File: src/rtl/control_unit.sv
// Hardwired fetch/execute sequencer for the phase-1 CPU datapath.
// One micro-step per clock: T0-T2 fetch, T3-T6 execute register-register ALU and MUL/DIV ops.
module control_unit #(
    parameter logic [4:0] HALT_OP = 5'b11011
) (
    input  logic        Clock,
    input  logic        Reset,
    input  logic [31:0] IR,
    input  logic        MemReady,
    input  logic        Stop,
    output logic        PCout,
    output logic        PCin,
    output logic        IncPC,
    output logic        MARin,
    output logic        Read,
    output logic        MDRin,
    output logic        MDRout,
    output logic        IRin,
    output logic        Yin,
    output logic        Zin,
    output logic        Zlowout,
    output logic        Zhighout,
    output logic        LOin,
    output logic        HIin,
    output logic [15:0] Rin,
    output logic [15:0] Rout,
    output logic [4:0]  ALU_op,
    output logic        Run,
    output logic [15:0] InstrCount
);

    typedef enum logic [3:0] {
        S_RST,
        S_T0,
        S_T1,
        S_T2,
        S_T3,
        S_T4,
        S_T5,
        S_T6,
        S_HALT
    } state_t;

    localparam logic [4:0] OP_ADD = 5'b00011;
    localparam logic [4:0] OP_SUB = 5'b00100;
    localparam logic [4:0] OP_AND = 5'b00101;
    localparam logic [4:0] OP_OR  = 5'b00110;
    localparam logic [4:0] OP_MUL = 5'b01000;
    localparam logic [4:0] OP_DIV = 5'b01001;

    state_t      state_q, state_d;
    logic [15:0] count_q, count_d;

    logic [4:0] opcode;
    logic [3:0] ra, rb, rc;
    logic       is_muldiv;
    logic       is_alu;
    logic       unused_ir;

    assign opcode    = IR[31:27];
    assign ra        = IR[26:23];
    assign rb        = IR[22:19];
    assign rc        = IR[18:15];
    assign unused_ir = ^IR[14:0];

    assign is_muldiv = (opcode == OP_MUL) || (opcode == OP_DIV);
    assign is_alu    = is_muldiv || (opcode inside {OP_ADD, OP_SUB, OP_AND, OP_OR});

    function automatic logic [15:0] dec16(input logic [3:0] idx);
        dec16 = 16'h0001 << idx;
    endfunction

    always_ff @(posedge Clock or posedge Reset) begin
        if (Reset) begin
            state_q <= S_RST;
            count_q <= '0;
        end else begin
            state_q <= state_d;
            count_q <= count_d;
        end
    end

    always_comb begin
        state_d  = state_q;
        count_d  = count_q;
        PCout    = 1'b0;
        PCin     = 1'b0;
        IncPC    = 1'b0;
        MARin    = 1'b0;
        Read     = 1'b0;
        MDRin    = 1'b0;
        MDRout   = 1'b0;
        IRin     = 1'b0;
        Yin      = 1'b0;
        Zin      = 1'b0;
        Zlowout  = 1'b0;
        Zhighout = 1'b0;
        LOin     = 1'b0;
        HIin     = 1'b0;
        Rin      = '0;
        Rout     = '0;
        ALU_op   = '0;
        Run      = 1'b1;

        unique case (state_q)
            S_RST: state_d = S_T0;

            // A stop request is only honoured at the instruction boundary and suppresses the fetch.
            S_T0: begin
                if (Stop) begin
                    state_d = S_HALT;
                end else begin
                    PCout   = 1'b1;
                    MARin   = 1'b1;
                    IncPC   = 1'b1;
                    Zin     = 1'b1;
                    state_d = S_T1;
                end
            end

            S_T1: begin
                Zlowout = 1'b1;
                PCin    = 1'b1;
                Read    = 1'b1;
                MDRin   = MemReady;
                if (MemReady) begin
                    state_d = S_T2;
                end
            end

            S_T2: begin
                MDRout  = 1'b1;
                IRin    = 1'b1;
                count_d = count_q + 16'd1;
                state_d = S_T3;
            end

            // HALT_OP is tested first so it wins even if it aliases an ALU opcode.
            S_T3: begin
                if (opcode == HALT_OP) begin
                    state_d = S_HALT;
                end else if (is_alu) begin
                    Rout    = dec16(rb);
                    Yin     = 1'b1;
                    state_d = S_T4;
                end else begin
                    state_d = S_T0;
                end
            end

            S_T4: begin
                Rout    = dec16(rc);
                ALU_op  = opcode;
                Zin     = 1'b1;
                state_d = S_T5;
            end

            S_T5: begin
                Zlowout = 1'b1;
                if (is_muldiv) begin
                    LOin    = 1'b1;
                    state_d = S_T6;
                end else begin
                    Rin     = dec16(ra);
                    state_d = S_T0;
                end
            end

            S_T6: begin
                Zhighout = 1'b1;
                HIin     = 1'b1;
                state_d  = S_T0;
            end

            S_HALT: Run = 1'b0;

            default: state_d = S_RST;
        endcase
    end

    assign InstrCount = count_q;

    assert property (@(posedge Clock) disable iff (Reset) $onehot0(Rin));
    assert property (@(posedge Clock) disable iff (Reset) $onehot0(Rout));
    assert property (@(posedge Clock) disable iff (Reset) !(LOin && (Rin != '0)));

endmodule

File: config.mk
export PLATFORM = sky130hd
export DESIGN_NAME = control_unit
export DESIGN_NICKNAME = d
export VERILOG_FILES = /design/src/rtl/control_unit.sv
export SDC_FILE = /design/constraint.sdc
export NUM_CORES = 1
export LEC_CHECK = 0
export ABC_CLOCK_PERIOD_IN_PS = 2600
export BUFFER_PORTS_ARGS = -buffer_cell sky130_fd_sc_hd__buf_4
export CAP_MARGIN = 40
export CORE_MARGIN = 3
export CORE_UTILIZATION = 35
export CTS_CLUSTER_SIZE = 24
export DETAILED_ROUTE_END_ITERATION = 10
export PLACE_DENSITY_LB_ADDON = 0.3
export SLEW_MARGIN = 10
export SYNTH_ARGS = -nofsm -noshare
export SYNTH_HDL_FRONTEND = slang
export SYNTH_SLANG_ARGS = --single-unit
File: constraint.sdc
create_clock -name Clock -period 2.6 [get_ports Clock]
set_input_delay 0.39 -clock Clock [delete_from_list [all_inputs] [get_ports Clock]]
set_output_delay 0.39 -clock Clock [all_outputs]
set_load 0.005 [all_outputs]
==> results of run 1 <==
[critical path: stages (launching register included)]
cell      delay [ns]
dfrtp_1         0.48
nand2b_1        0.25
nor4_4          0.27
o21ai_1         0.22
o32ai_1         0.37
buf_4           0.17
[worst min path at each step]
stage | startpoint | to | slack [ns] | depth (start not counted)
global route | Reset | InstrCount[4]$_DFFE_PP0P_ | 0.32 | 2
CTS | Reset | InstrCount[4]$_DFFE_PP0P_ | 0.29 | 2
detailed placement | InstrCount[15]$_DFFE_PP0P_ | InstrCount[15]$_DFFE_PP0P_ | 0.47 | 1
global placement | InstrCount[15]$_DFFE_PP0P_ | InstrCount[15]$_DFFE_PP0P_ | 0.46 | 1
finish | Reset | InstrCount[4]$_DFFE_PP0P_ | 0.26 | 2
floorplan | Reset | InstrCount[0]$_DFFE_PP0P_ | 0.35 | 1
[cell usage after synthesis, types with 3 or more instances]
| cell | count | area, sq um |
|---|---|---|
| nor3_1 | 5 | 25.02 |
| buf_4 | 5 | 37.54 |
| and2_1 | 7 | 43.79 |
| o22ai_1 | 12 | 75.07 |
| or2_2 | 3 | 18.77 |
| dfrtp_1 | 20 | 500.5 |
| nand4_1 | 4 | 25.02 |
| xnor2_1 | 11 | 96.34 |
| nor2_1 | 24 | 90.09 |
| nor2b_1 | 3 | 18.77 |
| nand3_1 | 8 | 40.04 |
| o32ai_1 | 4 | 35.03 |
| nand2_1 | 16 | 60.06 |
| inv_1 | 7 | 26.28 |
| nand3b_1 | 4 | 30.03 |
| a21oi_1 | 4 | 20.02 |
| xor2_1 | 5 | 43.79 |
| nand2b_1 | 11 | 68.82 |
| or3_1 | 7 | 43.79 |
[timing repair]
action | in CTS | in global routing
hold buffers | 0 | 0
hold endpoints to repair | 0 | 0
setup endpoints to repair | 0 | 3
setup buffers | 0 | 1
[stage by stage]
step	instances	setup WS [ns]	hold WS (ns)	instance area (sq um)	util, %
floorplan	183	0.7156	0.3538	1495	-
global placement	315	0.4113	0.4640	2182	53.78
detailed placement	315	0.4255	0.4725	2182	53.78
CTS	319	0.1136	0.2861	2253	55.54
global route	320	0.06608	0.3151	2261	55.72
finish	320	0.1819	0.2633	2261	55.72
[per-layer routing]
metal	part of all wire (%)	GRT usage, %	routed length, microns	up-vias
met5	0	0	0	-
met2	49	25.71	1983	67
met3	8.6	4.628	350	0
li1	-	-	-	818
met4	0	2.088	0	0
met1	43	20.33	1741	726
[sequential cells by signal (all words and copies together), names as in the netlist]
signal and flops:
state_q 4, InstrCount 16
[area by class of cell]
type | instances | area [sq um]
fill | 397 | 1797
inverter | 7 | 26.28
sequential | 20 | 500.5
multi-input combinational | 148 | 917.1
tap | 50 | 62.56
clock inverter | 1 | 30.03
timing repair buffer | 91 | 683.2
clock buffer | 3 | 41.29
[power by group through the flow]
stage	clock [mW]	sequential [mW]	combinational, mW
after global routing	0.326	0.478	0.502
after detailed placement	0	0.465	0.443
after global placement	0	0.465	0.438
after CTS	0.313	0.463	0.449
final	0.307	0.464	0.445
after floorplan	0	0.426	0.283
[logic make-up after synthesis]
family                     count (synthesis)  share of synthesized area [%]
and+or+nand+nor                          107                          40.67
AOI/OAI and AO/OA                         24                          10.46
buffers and inverters                     15                          5.189
adders and majority gates                  1                         0.8367
xor gates and xnor gates                  16                          9.372
DFF                                       20                          33.47
==> results.py, run 1 <==
metrics = {
    "worst_setup_path": {
        "worstPathArrival_ns": 2.03,
        "setup.worst_path.end_class": "output pin",
        "regToRegEndpoint": "InstrCount[9]$_DFFE_PP0P_",
        "worst_r2r_start": "state_q[3]$_DFFE_PP0P_",
        "critPathCapture": "Rout[7]",
        "rr_worst_depth": 4,
        "setup.reg_to_reg.worst_slack_ns": 0.75,
        "worstPathMaxFanout": 10,
        "cp_data_required_time_ns": 2.21,
        "worst_setup_path_start_kind": "flip-flop",
        "setup.worst_path.class": "reg2out",
        "setup.worst_path.start": "state_q[1]$_DFFE_PP0P_",
    },
    "power_and_ir_drop": {
        "power.share.switching_pct": 33.46,
        "p_switching_mw": 0.4067,
        "power_frac_comb_pct": 36.6,
        "total_leakage_power_nw": 1.117,
        "seq_power_share_pct": 38.2,
        "peak_supply_drop_v": 0.0002889,
        "power_report.internal_total_mw": 0.8087,
        "power.clock.fraction_pct": 25.2,
        "report.power.total_mw": 1.215,
        "powerDensity_nw_per_um2": 537.6,
    },
    "floorplan": {
        "core_sq_um": 4058,
        "start_util_pct": 36.85,
        "floorplan.io_pins": 104,
        "die_h_microns": 71.36,
        "rows": 23,
        "die_w_microns": 71.36,
        "design.die.area_sq_um": 5092,
    },
    "route": {
        "wirelength_mm": 4.074,
        "detail_route.drc_violations": 0,
        "dr.first_iter.drc_count": 72,
        "drt_pass1_iterations": 4,
        "drt-wirelength-per-cell_microns": 12.73,
        "dr_total_vias": 1611,
        "antenna_violating_nets_post_route": 0,
        "viasPerCell": 5.034,
    },
    "cts": {
        "cts_buffer_depth": 2,
        "cts.repair.resized": 0,
        "worst_skew_pair.late_latency_ns": 0.26,
        "clock_tree.htree_level_count": 1,
        "clock_sinks": 20,
        "cts.root.buffer_cell": "clkbuf_8",
        "register_clock_pin_slew_on_the_reported_worst_setup_and_hold_paths_ns": 0.08,
        "cts_tree": "built",
        "cts-buffers-inserted": 3,
    },
    "placed_design": {
        "portBuffers": 88,
        "dp_hpwl_mm": 3.271,
        "place.gp.congestion": 0.8712,
    },
    "timing": {
        "final_period_minus_worst_setup_slack_ns": 2.418,
        "slew_viol_final": 0,
        "timing.clock.skew_ns": 0.005905,
        "transition_time_at_the_pin_with_the_least_slew_margin_ns": 0.7540,
        "min_period_over_period_pct": 93.00,
        "timing_hold_violations_final": 0,
        "fin_setup_tns_ns": 0,
        "fmax_ghz": 0.4135,
        "grt_setup_unrepaired": "false",
        "timing.slew.headroom_pct": 49.68,
        "setup_viol": 0,
    },
    "synthesis": {
        "synth-edff-count": 0,
        "postSynthCellCount": 183,
        "yosys_warnings": 0,
        "synth_seq_cells": 20,
        "netlist_area_sq_um": 1495,
        "synth_top_flop_cell": "dfrtp_1",
        "seq_area_frac_synth_pct": 33.47,
        "average_cell_area_after_synthesis_sq_um": 8.170,
        "asyncSetResetFlopFracSynth_pct": 100.0,
        "synthesis.nets": 220,
        "ys_types": 36,
    },
    "finish": {
        "drive_above_1_share_pct": 37.41,
        "layout.nets": 308,
        "antennaDiodeCount": 0,
        "mostFrequentLayoutCell": "buf_4",
        "area.growth.synth_to_final_pct": 51.21,
        "final_cell_mix": "buf_4 (91), nor2_1 (24), dfrtp_1 (20)",
    },
    "global_route": {
        "grtUsageTotal_pct": 15.45,
        "antenna_found_initial": 0,
        "grt_first_pass_wirelength_mm": 6.575,
        "grt_max_degree": 21,
        "grt_pass1_vias": 1488,
        "grt-ovfl-total": 0,
    },
    "flow_run": {
        "cap_violations": 0,
    },
    "outcome": {
        "outcome": "finished, final reports clean",
    },
    "min_path": {
        "hold_path_class": "in2async",
    },
}
Power figures use the tool's default switching activity.
==> run 2, diff against run 1 <==
--- a/config.mk
+++ b/config.mk
@@ -9,7 +9,7 @@
 export BUFFER_PORTS_ARGS = -buffer_cell sky130_fd_sc_hd__buf_4
 export CAP_MARGIN = 40
 export CORE_MARGIN = 3
-export CORE_UTILIZATION = 35
+export CORE_UTILIZATION = 45
 export CTS_CLUSTER_SIZE = 24
 export DETAILED_ROUTE_END_ITERATION = 10
 export PLACE_DENSITY_LB_ADDON = 0.3
==> run 2 against run 1 <==
  * Maximum frequency shrank 3.0%
  * Non-clock buffer count unchanged
  * Total power fell by 10%
  * Sequential cell count unchanged
  * Cell area is 1.6% lower
  * Clock skew hardly changed
  * Die area shrank 20%
  * Worst hold slack lost 0.065 ns
  * Routed wire length rose by 1.2%
  * Highest routed layer is now met4
==> results.py, run 2 (synthesis gave the netlist of run 1 again) <==
metrics = {
    "finish": {
        "layout.nets": 308,
        "drive_above_1_share_pct": 38.52,
        "finalNonFillerCells": 314,
        "final_cell_mix": "buf_4 (91), nor2_1 (24), dfrtp_1 (18)",
        "final_cell_area_sq_um": 2225,
        "antennaDiodeCount": 0,
        "mostFrequentLayoutCell": "buf_4",
        "area.growth.synth_to_final_pct": 48.79,
        "largest_register_ff_count": 16,
    },
    "timing": {
        "timing.slew.headroom_pct": 52.75,
        "slew_viol_final": 0,
        "timing_hold_violations_final": 0,
        "transition_time_at_the_pin_with_the_least_slew_margin_ns": 0.7079,
        "setup_viol": 0,
        "final_worst_setup_slack_ns": 0.1076,
        "fmax_ghz": 0.4012,
        "timing.clock.skew_ns": 0.005722,
        "final_period_minus_worst_setup_slack_ns": 2.492,
        "min_period_over_period_pct": 95.86,
        "grt_setup_unrepaired": "true",
    },
    "route": {
        "drt_pass1_iterations": 4,
        "detail_route.drc_violations": 0,
        "drt-wirelength-per-cell_microns": 13.12,
        "dr_total_vias": 1636,
        "viasPerCell": 5.210,
        "antenna_violating_nets_post_route": 0,
        "dr.first_iter.drc_count": 74,
        "wirelength_mm": 4.121,
    },
    "global_route": {
        "grt_util_met2_pct": 36.77,
        "grt-ovfl-total": 0,
        "grt_first_pass_wirelength_mm": 6.686,
        "global_route.usage.met3_pct": 3.209,
        "most_crowded_layer_after_global_routing": "met2",
        "gr-usage-met1_pct": 23.06,
        "grt_pass1_vias": 1560,
        "grt_max_degree": 21,
        "antenna_found_initial": 0,
        "grtUsageTotal_pct": 19.90,
    },
    "cts": {
        "clock_sinks": 20,
        "cts_buffer_depth": 2,
        "cts.root.buffer_cell": "clkbuf_4",
        "worst_skew_pair.late_latency_ns": 0.29,
        "register_clock_pin_slew_on_the_reported_worst_setup_and_hold_paths_ns": 0.11,
        "cts_tree": "built",
        "cts-buffers-inserted": 3,
        "post_cts_hold_buffer_count": 0,
        "clock_tree.htree_level_count": 1,
    },
    "floorplan": {
        "die_h_microns": 63.64,
        "rows": 20,
        "start_util_pct": 48.19,
        "design.die.area_sq_um": 4050,
        "floorplan.io_pins": 104,
        "core_sq_um": 3103,
        "die_w_microns": 63.64,
    },
    "worst_setup_path": {
        "setup.worst_path.end_class": "output pin",
        "setup.worst_path.class": "reg2out",
        "cp_data_required_time_ns": 2.21,
        "worstPathArrival_ns": 2.10,
        "worst_setup_path_start_kind": "flip-flop",
        "worstPathMaxFanout": 10,
    },
    "placed_design": {
        "post-place-cells": 309,
        "portBuffers": 88,
        "dpl_worst_slack_ns": 0.4632,
        "place.gp.congestion": 0.8557,
        "dp_hpwl_mm": 3.332,
        "post_dp_cell_area_sq_um": 2175,
    },
    "power_and_ir_drop": {
        "powerDensity_nw_per_um2": 489.5,
        "power_frac_comb_pct": 41.0,
        "peak_supply_drop_v": 0.0002011,
        "total_leakage_power_nw": 1.100,
        "power.clock.fraction_pct": 16.2,
        "power_report.internal_total_mw": 0.6900,
        "p_switching_mw": 0.3991,
        "power.share.switching_pct": 36.65,
        "seq_power_share_pct": 42.8,
    },
    "outcome": {
        "outcome": "finished, final reports clean",
    },
    "min_path": {
        "hold_path_class": "in2async",
    },
    "flow_run": {
        "cap_violations": 0,
    },
}
run 2: area by class of cell:
cell class | count | area [sq um]
Inverter | 7 | 26.28
Tap cell | 44 | 55.05
Timing Repair Buffer | 91 | 683.2
Sequential cell | 20 | 503.0
Clock buffer | 4 | 36.28
Multi-Input combinational cell | 148 | 920.9
Fill cell | 273 | 878.3
run 2: critical path, cell delays in order (launching register included):
cell      delay, ns
dfrtp_2        0.48
nand2b_1       0.23
nor4_4         0.40
o21ai_2        0.18
o32ai_1        0.35
buf_4          0.17
run 2: what timing repair did:
item                       4_1_cts  5_1_grt
gates resized for setup          0        3
setup buffers                    0        1
setup endpoints to repair        0        4
run 2: through the flow:
step / hold WS [ns] / setup TNS (ns) / utilization, % / power (mW)
after global routing: 0.2488 / -0.05822 / 71.69 / 1.171
after detailed placement: 0.4707 / 0 / 70.08 / 0.9124
final: 0.1982 / 0 / 71.69 / 1.089
after global placement: 0.4629 / 0 / 70.08 / 0.8964
after floorplan: 0.3538 / 0 / - / 0.7088
after CTS: 0.2240 / 0 / 71.25 / 1.087
run 2: worst paths after layout:
path                                                    to                       start  slack [ns]  cells past startpoint
worst max-delay path                              Rout[10]      state_q[1]$_DFFE_PP0P_        0.11                      5
worst min-delay path             InstrCount[7]$_DFFE_PP0P_                       Reset        0.20                      2
worst max register to register   InstrCount[9]$_DFFE_PP0P_      state_q[0]$_DFFE_PP0P_        0.72                      4
worst min register to register  InstrCount[15]$_DFFE_PP0P_  InstrCount[15]$_DFFE_PP0P_        0.48                      1
max in group asynchronous           state_q[1]$_DFFE_PP0P_                       Reset        1.92                      2
min in group Clock                  state_q[2]$_DFFE_PP0P_                      IR[31]        0.46                      4
run 2: layer usage:
layer / vias to the layer above / wire length (microns)
li1: 818 / -
met1: 752 / 1750
met2: 64 / 2096
met3: 2 / 255
met4: 0 / 19
met5: - / 0
run 2: power by group through the flow:
| stage | Combinational [mW] | Sequential [mW] | Clock (mW) |
|---|---|---|---|
| finish | 0.447 | 0.466 | 0.176 |
| CTS | 0.447 | 0.461 | 0.179 |
| global route | 0.497 | 0.481 | 0.192 |
| floorplan | 0.283 | 0.426 | 0 |
| detailed placement | 0.446 | 0.466 | 0 |
| global placement | 0.432 | 0.464 | 0 |
